File: src/rtl/imem_port_arbiter_pkg.sv
// rtl/imem_port_arbiter_pkg.sv - shared types and port indices for the imem port arbiter
package imem_port_arbiter_pkg;

    typedef enum logic {
        IDLE = 1'b0,
        OWN1 = 1'b1
    } state_e;

    localparam int P_FETCH = 0;
    localparam int P_LOAD  = 1;

endpackage

File: src/rtl/rr_arb2.sv
// rtl/rr_arb2.sv - two-way round-robin picker with its preference pointer
module rr_arb2
    import imem_port_arbiter_pkg::*;
(
    input  logic       clk,
    input  logic       rst_n,
    input  logic [1:0] req_i,
    input  logic [1:0] gnt_i,
    input  logic       clr_i,
    output logic [1:0] pick_o
);

    logic ptr_q;
    logic ptr_d;

    always_comb begin
        pick_o = 2'b00;
        if (req_i[P_FETCH] && (!req_i[P_LOAD] || (ptr_q == 1'(P_FETCH)))) begin
            pick_o[P_FETCH] = 1'b1;
        end else if (req_i[P_LOAD]) begin
            pick_o[P_LOAD] = 1'b1;
        end
    end

    // The pointer names the preferred port: the loser of the last actual grant.
    // A lock release with no grant that cycle hands preference back to fetch.
    always_comb begin
        ptr_d = ptr_q;
        if (gnt_i[P_FETCH]) begin
            ptr_d = 1'(P_LOAD);
        end else if (gnt_i[P_LOAD] || clr_i) begin
            ptr_d = 1'(P_FETCH);
        end
    end

    always_ff @(posedge clk or negedge rst_n) begin
        if (!rst_n) begin
            ptr_q <= 1'b0;
        end else begin
            ptr_q <= ptr_d;
        end
    end

endmodule

File: src/rtl/imem_port_arbiter.sv
// rtl/imem_port_arbiter.sv - fetch/loader arbiter in front of the single-port instruction sram
module imem_port_arbiter
    import imem_port_arbiter_pkg::*;
#(
    parameter int ADDR_W    = 32,
    parameter int DATA_W    = 32,
    parameter int MAX_BURST = 4
) (
    input  logic              clk,
    input  logic              rst_n,
    input  logic              req0,
    input  logic [ADDR_W-1:0] addr0,
    output logic              gnt0,
    output logic              rvalid0,
    output logic [DATA_W-1:0] rdata0,
    input  logic              req1,
    input  logic              we1,
    input  logic              lock1,
    input  logic [ADDR_W-1:0] addr1,
    input  logic [DATA_W-1:0] wdata1,
    output logic              gnt1,
    output logic              rvalid1,
    output logic [DATA_W-1:0] rdata1,
    output logic              sram_cs,
    output logic              sram_oe,
    output logic              sram_we,
    output logic [ADDR_W-1:0] sram_addr,
    output logic [DATA_W-1:0] sram_din,
    input  logic [DATA_W-1:0] sram_dout
);

    localparam logic [3:0] MAX_B   = 4'(MAX_BURST);
    localparam logic       LOCK_EN = (MAX_BURST > 1);

    state_e            state_q;
    logic [3:0]        burst_q;
    logic              rvalid0_q;
    logic              rvalid1_q;
    logic [DATA_W-1:0] rdata0_q;
    logic [DATA_W-1:0] rdata1_q;

    logic [1:0] arb_req;
    logic [1:0] pick;
    logic [1:0] gnt;
    logic       own_exit;
    logic       burst_last;

    // Requests are masked while reset is asserted so the grants and sram pins
    // drop together with the registered state.
    assign arb_req = rst_n ? {req1, req0} : 2'b00;

    always_comb begin
        gnt = 2'b00;
        if (state_q == OWN1) begin
            gnt[P_LOAD]  = arb_req[P_LOAD];
            gnt[P_FETCH] = arb_req[P_FETCH] & ~arb_req[P_LOAD];
        end else begin
            gnt = pick;
        end
    end

    assign burst_last = ((burst_q + 4'd1) >= MAX_B);
    assign own_exit   = (state_q == OWN1) && (!req1 || !lock1 || burst_last);

    rr_arb2 u_rr_arb2 (
        .clk    (clk),
        .rst_n  (rst_n),
        .req_i  (arb_req),
        .gnt_i  (gnt),
        .clr_i  (own_exit),
        .pick_o (pick)
    );

    assign gnt0 = gnt[P_FETCH];
    assign gnt1 = gnt[P_LOAD];

    always_comb begin
        sram_cs   = gnt0 | gnt1;
        sram_oe   = gnt0 | (gnt1 & ~we1);
        sram_we   = gnt1 & we1;
        sram_addr = '0;
        sram_din  = '0;
        if (gnt1) begin
            sram_addr = addr1;
            sram_din  = wdata1;
        end else if (gnt0) begin
            sram_addr = addr0;
        end
    end

    always_ff @(posedge clk or negedge rst_n) begin
        if (!rst_n) begin
            state_q   <= IDLE;
            burst_q   <= 4'd0;
            rvalid0_q <= 1'b0;
            rvalid1_q <= 1'b0;
            rdata0_q  <= '0;
            rdata1_q  <= '0;
        end else begin
            case (state_q)
                IDLE: begin
                    if (gnt1 && lock1 && LOCK_EN) begin
                        state_q <= OWN1;
                        burst_q <= 4'd1;
                    end
                end
                OWN1: begin
                    if (own_exit) begin
                        state_q <= IDLE;
                        burst_q <= 4'd0;
                    end else begin
                        burst_q <= burst_q + 4'd1;
                    end
                end
                default: state_q <= IDLE;
            endcase

            rvalid0_q <= gnt0;
            rvalid1_q <= gnt1 & ~we1;
            if (gnt0) begin
                rdata0_q <= sram_dout;
            end
            if (gnt1 && !we1) begin
                rdata1_q <= sram_dout;
            end
        end
    end

    assign rvalid0 = rvalid0_q;
    assign rvalid1 = rvalid1_q;
    assign rdata0  = rdata0_q;
    assign rdata1  = rdata1_q;

endmodule

File: config.mk
export PLATFORM = sky130hd
export DESIGN_NAME = imem_port_arbiter
export DESIGN_NICKNAME = d
export VERILOG_FILES = /design/src/rtl/imem_port_arbiter_pkg.sv /design/src/rtl/rr_arb2.sv /design/src/rtl/imem_port_arbiter.sv
export SDC_FILE = /design/constraint.sdc
export NUM_CORES = 1
export LEC_CHECK = 0
export CORE_MARGIN = 2
export CORE_UTILIZATION = 34
export DETAILED_ROUTE_END_ITERATION = 6
export PLACE_DENSITY = 0.85
export SYNTH_ARGS = -nofsm -noshare
export SYNTH_HDL_FRONTEND = slang
export SYNTH_SLANG_ARGS = --single-unit
export TNS_END_PERCENT = 1
File: constraint.sdc
create_clock -name clk -period 3.8 [get_ports clk]
set_input_delay 0.76 -clock clk [delete_from_list [all_inputs] [get_ports clk]]
set_output_delay 0.76 -clock clk [all_outputs]
set_load 0.02 [all_outputs]
After elaboration in Yosys (flattened, before gate mapping)
Cells that the tools add are included.
- register bits after elaboration: 72
- input bits: 134
- output and inout port bits: 135
- word-level logic and storage cells: 48
- add/sub/neg operators: 1
- order comparisons: 1
- equality and inequality tests: 1
- multiplexer cells: 16
- bitwise logic cells: 9
- reductions and logical operators: 13
- operators by type and width (cell ; count):
    $mux W32 ; 3
    $mux W4 ; 2
    $pmux W4 S2 ; 1
    $mux W1 ; 7
    $add A4 B1 Y4 const B ; 1
    $ge A4 B3 Y1 const B ; 1
    $logic_and A1 B1 Y1 ; 4
    $logic_not A1 Y1 ; 4
    $logic_or A1 B1 Y1 ; 4
    $mux W2 ; 2
    $not A1 Y1 ; 4
    $and A1 B1 Y1 ; 3
    $ne A2 B2 Y1 const B ; 1
    $or A1 B1 Y1 ; 2
    $pmux W1 S2 ; 1
    $reduce_bool A2 Y1 ; 1

Logic depth before layout (Yosys ltp)
- word-level depth: 9
- mapped depth: 6
- gate-level depth less buffers: 4

Modules after synthesis
Synthesis repeated with hierarchy kept, for this count alone.
- cell total of the unflattened synthesis: 256
- area, all modules: 3632.2 um^2
- modules (own cells, without submodules) (module ; times used ; cells an instance ; area each (um^2) ; seq. area each (um^2)):
    imem_port_arbiter ; 1 ; 250 ; 3572.2 ; 1776.7
    rr_arb2 ; 1 ; 6 ; 60.1 ; 25.0

Least setup slack after synthesis
Ideal clock, no wire load.
- path type: input -> output
- start point: in req1
- end point: out sram_addr[16]
- arrival: 1706 ps
- required time: 3040 ps
- setup slack: 1334 ps
- stages: 6
- path buffers: 2
- cell sequence: o21ai_0 -> nand3_1 -> inv_1 -> buf_2 -> buf_2 -> a22o_1
- longest elaborated chain between the ends: 8
- elaborated cells on any way between the ends: 12
- classes of those cells: mux (7); bitwise (2); reduce/logical (3)
- ends and longest elaborated chain (element ; RTL line ; source):
    start: declaration ; imem_port_arbiter.sv:16 ; input logic req1,
    $mux W2 * ; imem_port_arbiter.sv:50 ; assign arb_req = rst_n ? {req1, req0} : 2'b00;
    $logic_not A1 Y1 ; rr_arb2.sv:18 ; if (req_i[P_FETCH] && (!req_i[P_LOAD] || (ptr_q == 1'(P_FETCH)))) begin
    $logic_or A1 B1 Y1 ; rr_arb2.sv:18 ;
    $logic_and A1 B1 Y1 ; rr_arb2.sv:18 ;
    $mux W1 ; rr_arb2.sv:18 ;
    $mux W2 * ; imem_port_arbiter.sv:54 ; if (state_q == OWN1) begin
    via gnt0 ; imem_port_arbiter.sv:13 ; output logic gnt0,
    $mux W32 * ; imem_port_arbiter.sv:86 ; end else if (gnt0) begin
    $mux W32 * ; imem_port_arbiter.sv:83 ; if (gnt1) begin
    end: declaration ; imem_port_arbiter.sv:27 ; output logic [ADDR_W-1:0] sram_addr,
Mark *: on every way through the listed nets, which the timed path passes. The rest lies on a longest branch.

Worst setup path after layout
- start point: in req1
- end point: out sram_addr[3]
- longest elaborated chain between the ends: 8
- elaborated cells on any way between the ends: 12
- classes of those cells: mux (7); bitwise (2); reduce/logical (3)
- ends and longest elaborated chain (element ; RTL line):
    $mux W2 * ; imem_port_arbiter.sv:50
    $logic_not A1 Y1 ; rr_arb2.sv:18
    $logic_or A1 B1 Y1 ; rr_arb2.sv:18
    $logic_and A1 B1 Y1 ; rr_arb2.sv:18
    $mux W1 ; rr_arb2.sv:18
    $mux W2 * ; imem_port_arbiter.sv:54
    $mux W32 ; imem_port_arbiter.sv:86
    $mux W32 * ; imem_port_arbiter.sv:83
Every way passes the cells marked *; elsewhere a longest branch is shown, timed or not.

==> flow_summary.ini <==
[clock_tree]
clockBufferDepth = 2
cts_buffers = 9
clk_latency_ns = 0.34
cts_tree = yes
root_buffer = clkbuf_8
clk_pin_slew_ns = 0.07
cts_sinks = 72
cts_resized = 0
cts-htree-levels = 3
cts_hold_buf = 0
cts_setup_buffers = 0

[floorplan]
core-area_um2 = 9680
fp.dieH_um = 104
fp-row-count = 36
fp.dieW_um = 104
dieArea_um2 = 10700
start_util = 0.348
io_pins = 269

[worst_hold_path]
holdCritPathClass = input pin to async pin

[global_route]
grt_pass1_wl_mm = 20.3
globalRoute.totalOverflow = 0
grt_max_degree = 72
grt_pass1_vias = 3499
track_usage = 0.244
grt_antenna_before_repair = 0

[critical_path]
worstSetupPathType = input pin to output pin
rr_worst_depth = 6
critPathTopFamily = buffers and inverters
crit_path_start_kind = input pin
crit_top_cell = clkdlybuf4s50_1
slowest_delay_ns = 0.62
rr_endpoint = rdata0[30]$_DFFE_PN0P_
arrival_ns = 2.78
crit_fanout = 66
worstPathCellList = clkdlybuf4s50_1, nand2_1, a21oi_4, buf_12, a22o_1, clkdlybuf4s50_1
critPathCaptureType = output pin
path_buf_inv = 3
ff2ff_setup_slack_ns = 1.98
r2r_start = state_q$_DFF_PN0_
required_ns = 3.04
slowest_stage = clkdlybuf4s50_1

[detailed_routing]
ant_nets = 0
dr.first_iter.drc_count = 180
wl_per_cell_um = 19.6
vias = 3224
routed_wl_mm = 13.2
routed_via_density = 4.81
drc_errors = 0
drtPass1Iterations = 4

[power]
power_density_nw_per_um2 = 552
ir_drop_mv = 0.445
p_leak_uw = 0.00260
pwr-share-clk = 0.162
p_sw_frac = 0.357
intPower_uw = 2280
seqPwrFrac = 0.333
power_switching_uw = 1270
power_frac_comb = 0.505

[timing]
slew_viol_final = 0
layout_min_cycle_time_ns = 3.54
max_slew_margin = 0.422
finalCritPeriodShare = 0.933
setup_viol = 0
hold_violations = 0
fin_skew_ns = 0.00881
whs_ns = 0.212
rsz0062_at_grt = false
fmax_mhz = 282
tightest_slew_ns = 0.867
finalSetupTns_ns = 0

[outcome]
status = finished clean

[run]
cap_viol_max_count = 0

[placement]
place.gp.congestion = 0.990
io_buffers = 268
dpl.hpwl_mm = 10.5

[synthesis]
synth.avg_cell_area_um2 = 13.0
synth_seq_cells = 72
yosysWarnings = 0
synth_cell_types = 31
syn_inst = 260
synthesis.area_um2 = 3370
seq_area_frac_synth = 0.535
synthesis.nets = 395

[final_layout]
diodes = 0
nets = 667
syn2layout_area_growth_pct = 90.5
drive_gt1_frac = 0.186
==> cells by family (layout without fill, tap and decap cells) <==
group / after synthesis / in the layout / synth area share
AOI/OAI and AO/OA: 46 / 46 / 0.115
muxes: 64 / 64 / 0.214
buffers and inverters: 22 / 299 / 0.0349
adders and majority gates: 1 / 1 / 0.00371
DFF: 72 / 72 / 0.535
and+or+nand+nor: 55 / 55 / 0.0976
==> power by group through the flow <==
| stage | Clock, uW | Combinational, uW | Sequential [uW] |
|---|---|---|---|
| floorplan | 0 | 527 | 1490 |
| CTS | 595 | 1810 | 1190 |
| finish | 573 | 1790 | 1180 |
| detailed placement | 0 | 1800 | 1200 |
| global placement | 0 | 1760 | 1180 |
| global route | 623 | 1880 | 1220 |
==> state kept, by name (all words and copies together), names as in the netlist <==
register and flops:
burst_q 4, rdata0 32, rdata1 32, rvalid0 1, rvalid1 1, state_q 1
u_rr_arb2.ptr_q 1
==> metrics by stage <==
stage	util	instances	instance area, um^2	worst slack [ns]	total power, uW
after floorplan	-	260	3370	1.33	2010
final	0.663	670	6420	0.256	3550
after detailed placement	0.644	654	6230	0.271	2990
after global placement	0.644	654	6230	0.313	2940
after global routing	0.663	670	6420	0.154	3720
after CTS	0.663	670	6420	0.252	3590
==> final cells by class <==
type / count / area (um^2)
clock inverter: 6 / 60.1
timing repair buffer: 279 / 2790
multi-input combinational: 166 / 1460
tap: 133 / 166
inverter: 4 / 15.0
sequential: 72 / 1800
fill: 778 / 3260
clock buffer: 10 / 128
==> worst reg2reg max path, cell delays in order, from the launching register on <==
cell     delay [ns]
dfrtp_1        0.43
o21ai_0        0.17
nand3_1        0.12
inv_2          0.26
buf_4          0.23
buf_4          0.17
mux2_2         0.34
==> how the worst max path moves through the flow <==
stage / startpoint / endpoint / cells past startpoint
after global routing: req1 / sram_addr[3] / 6
final: req1 / sram_addr[3] / 6
after floorplan: req1 / sram_addr[16] / 6
after global placement: req1 / sram_addr[3] / 6
after CTS: req1 / sram_addr[3] / 6
after detailed placement: req1 / sram_addr[3] / 6
==> synthesized netlist by cell type <==
cell	instances	share of area
a21oi_1	4	0.0059
nand3b_1	1	0.0022
a32oi_1	1	0.0026
clkbuf_1	5	0.0056
a31oi_1	2	0.0037
nor3_1	2	0.0030
a22oi_1	1	0.0022
nand2_1	4	0.0045
mux2_1	2	0.0067
buf_2	10	0.015
a221o_1	1	0.0030
inv_1	4	0.0045
and2_1	37	0.069
nor2_1	1	0.0011
and3_1	1	0.0019
a211oi_4	1	0.0059
nand2b_1	1	0.0019
o21ai_0	1	0.0015
ha_1	1	0.0037
nand4_1	2	0.0037
o211ai_1	1	0.0022
o21a_1	1	0.0022
nand3_1	1	0.0015
a21bo_2	1	0.0030
dfrtp_1	72	0.53
buf_6	3	0.010
mux2_2	62	0.21
nor4_1	2	0.0037
or2_2	2	0.0037
nor2b_1	1	0.0019
a22o_1	32	0.083
==> layout by cell type (no fill, tap or decap), types with 4 or more instances in the layout <==
cell	netlist	routed
nand2_1	4	4
dfrtp_1	72	72
clkbuf_8	0	9
buf_4	0	14
and2_1	37	37
mux2_2	62	62
clkdlybuf4s50_1	0	262
a22o_1	32	32
==> per-layer routing <==
layer / vias up / track usage / share of wire
li1: 1486 / - / -
met1: 1567 / 0.281 / 0.39
met2: 139 / 0.411 / 0.50
met3: 32 / 0.0850 / 0.076
met4: 0 / 0.106 / 0.033
met5: - / 0 / 0
(Power assumes the default switching activity.)
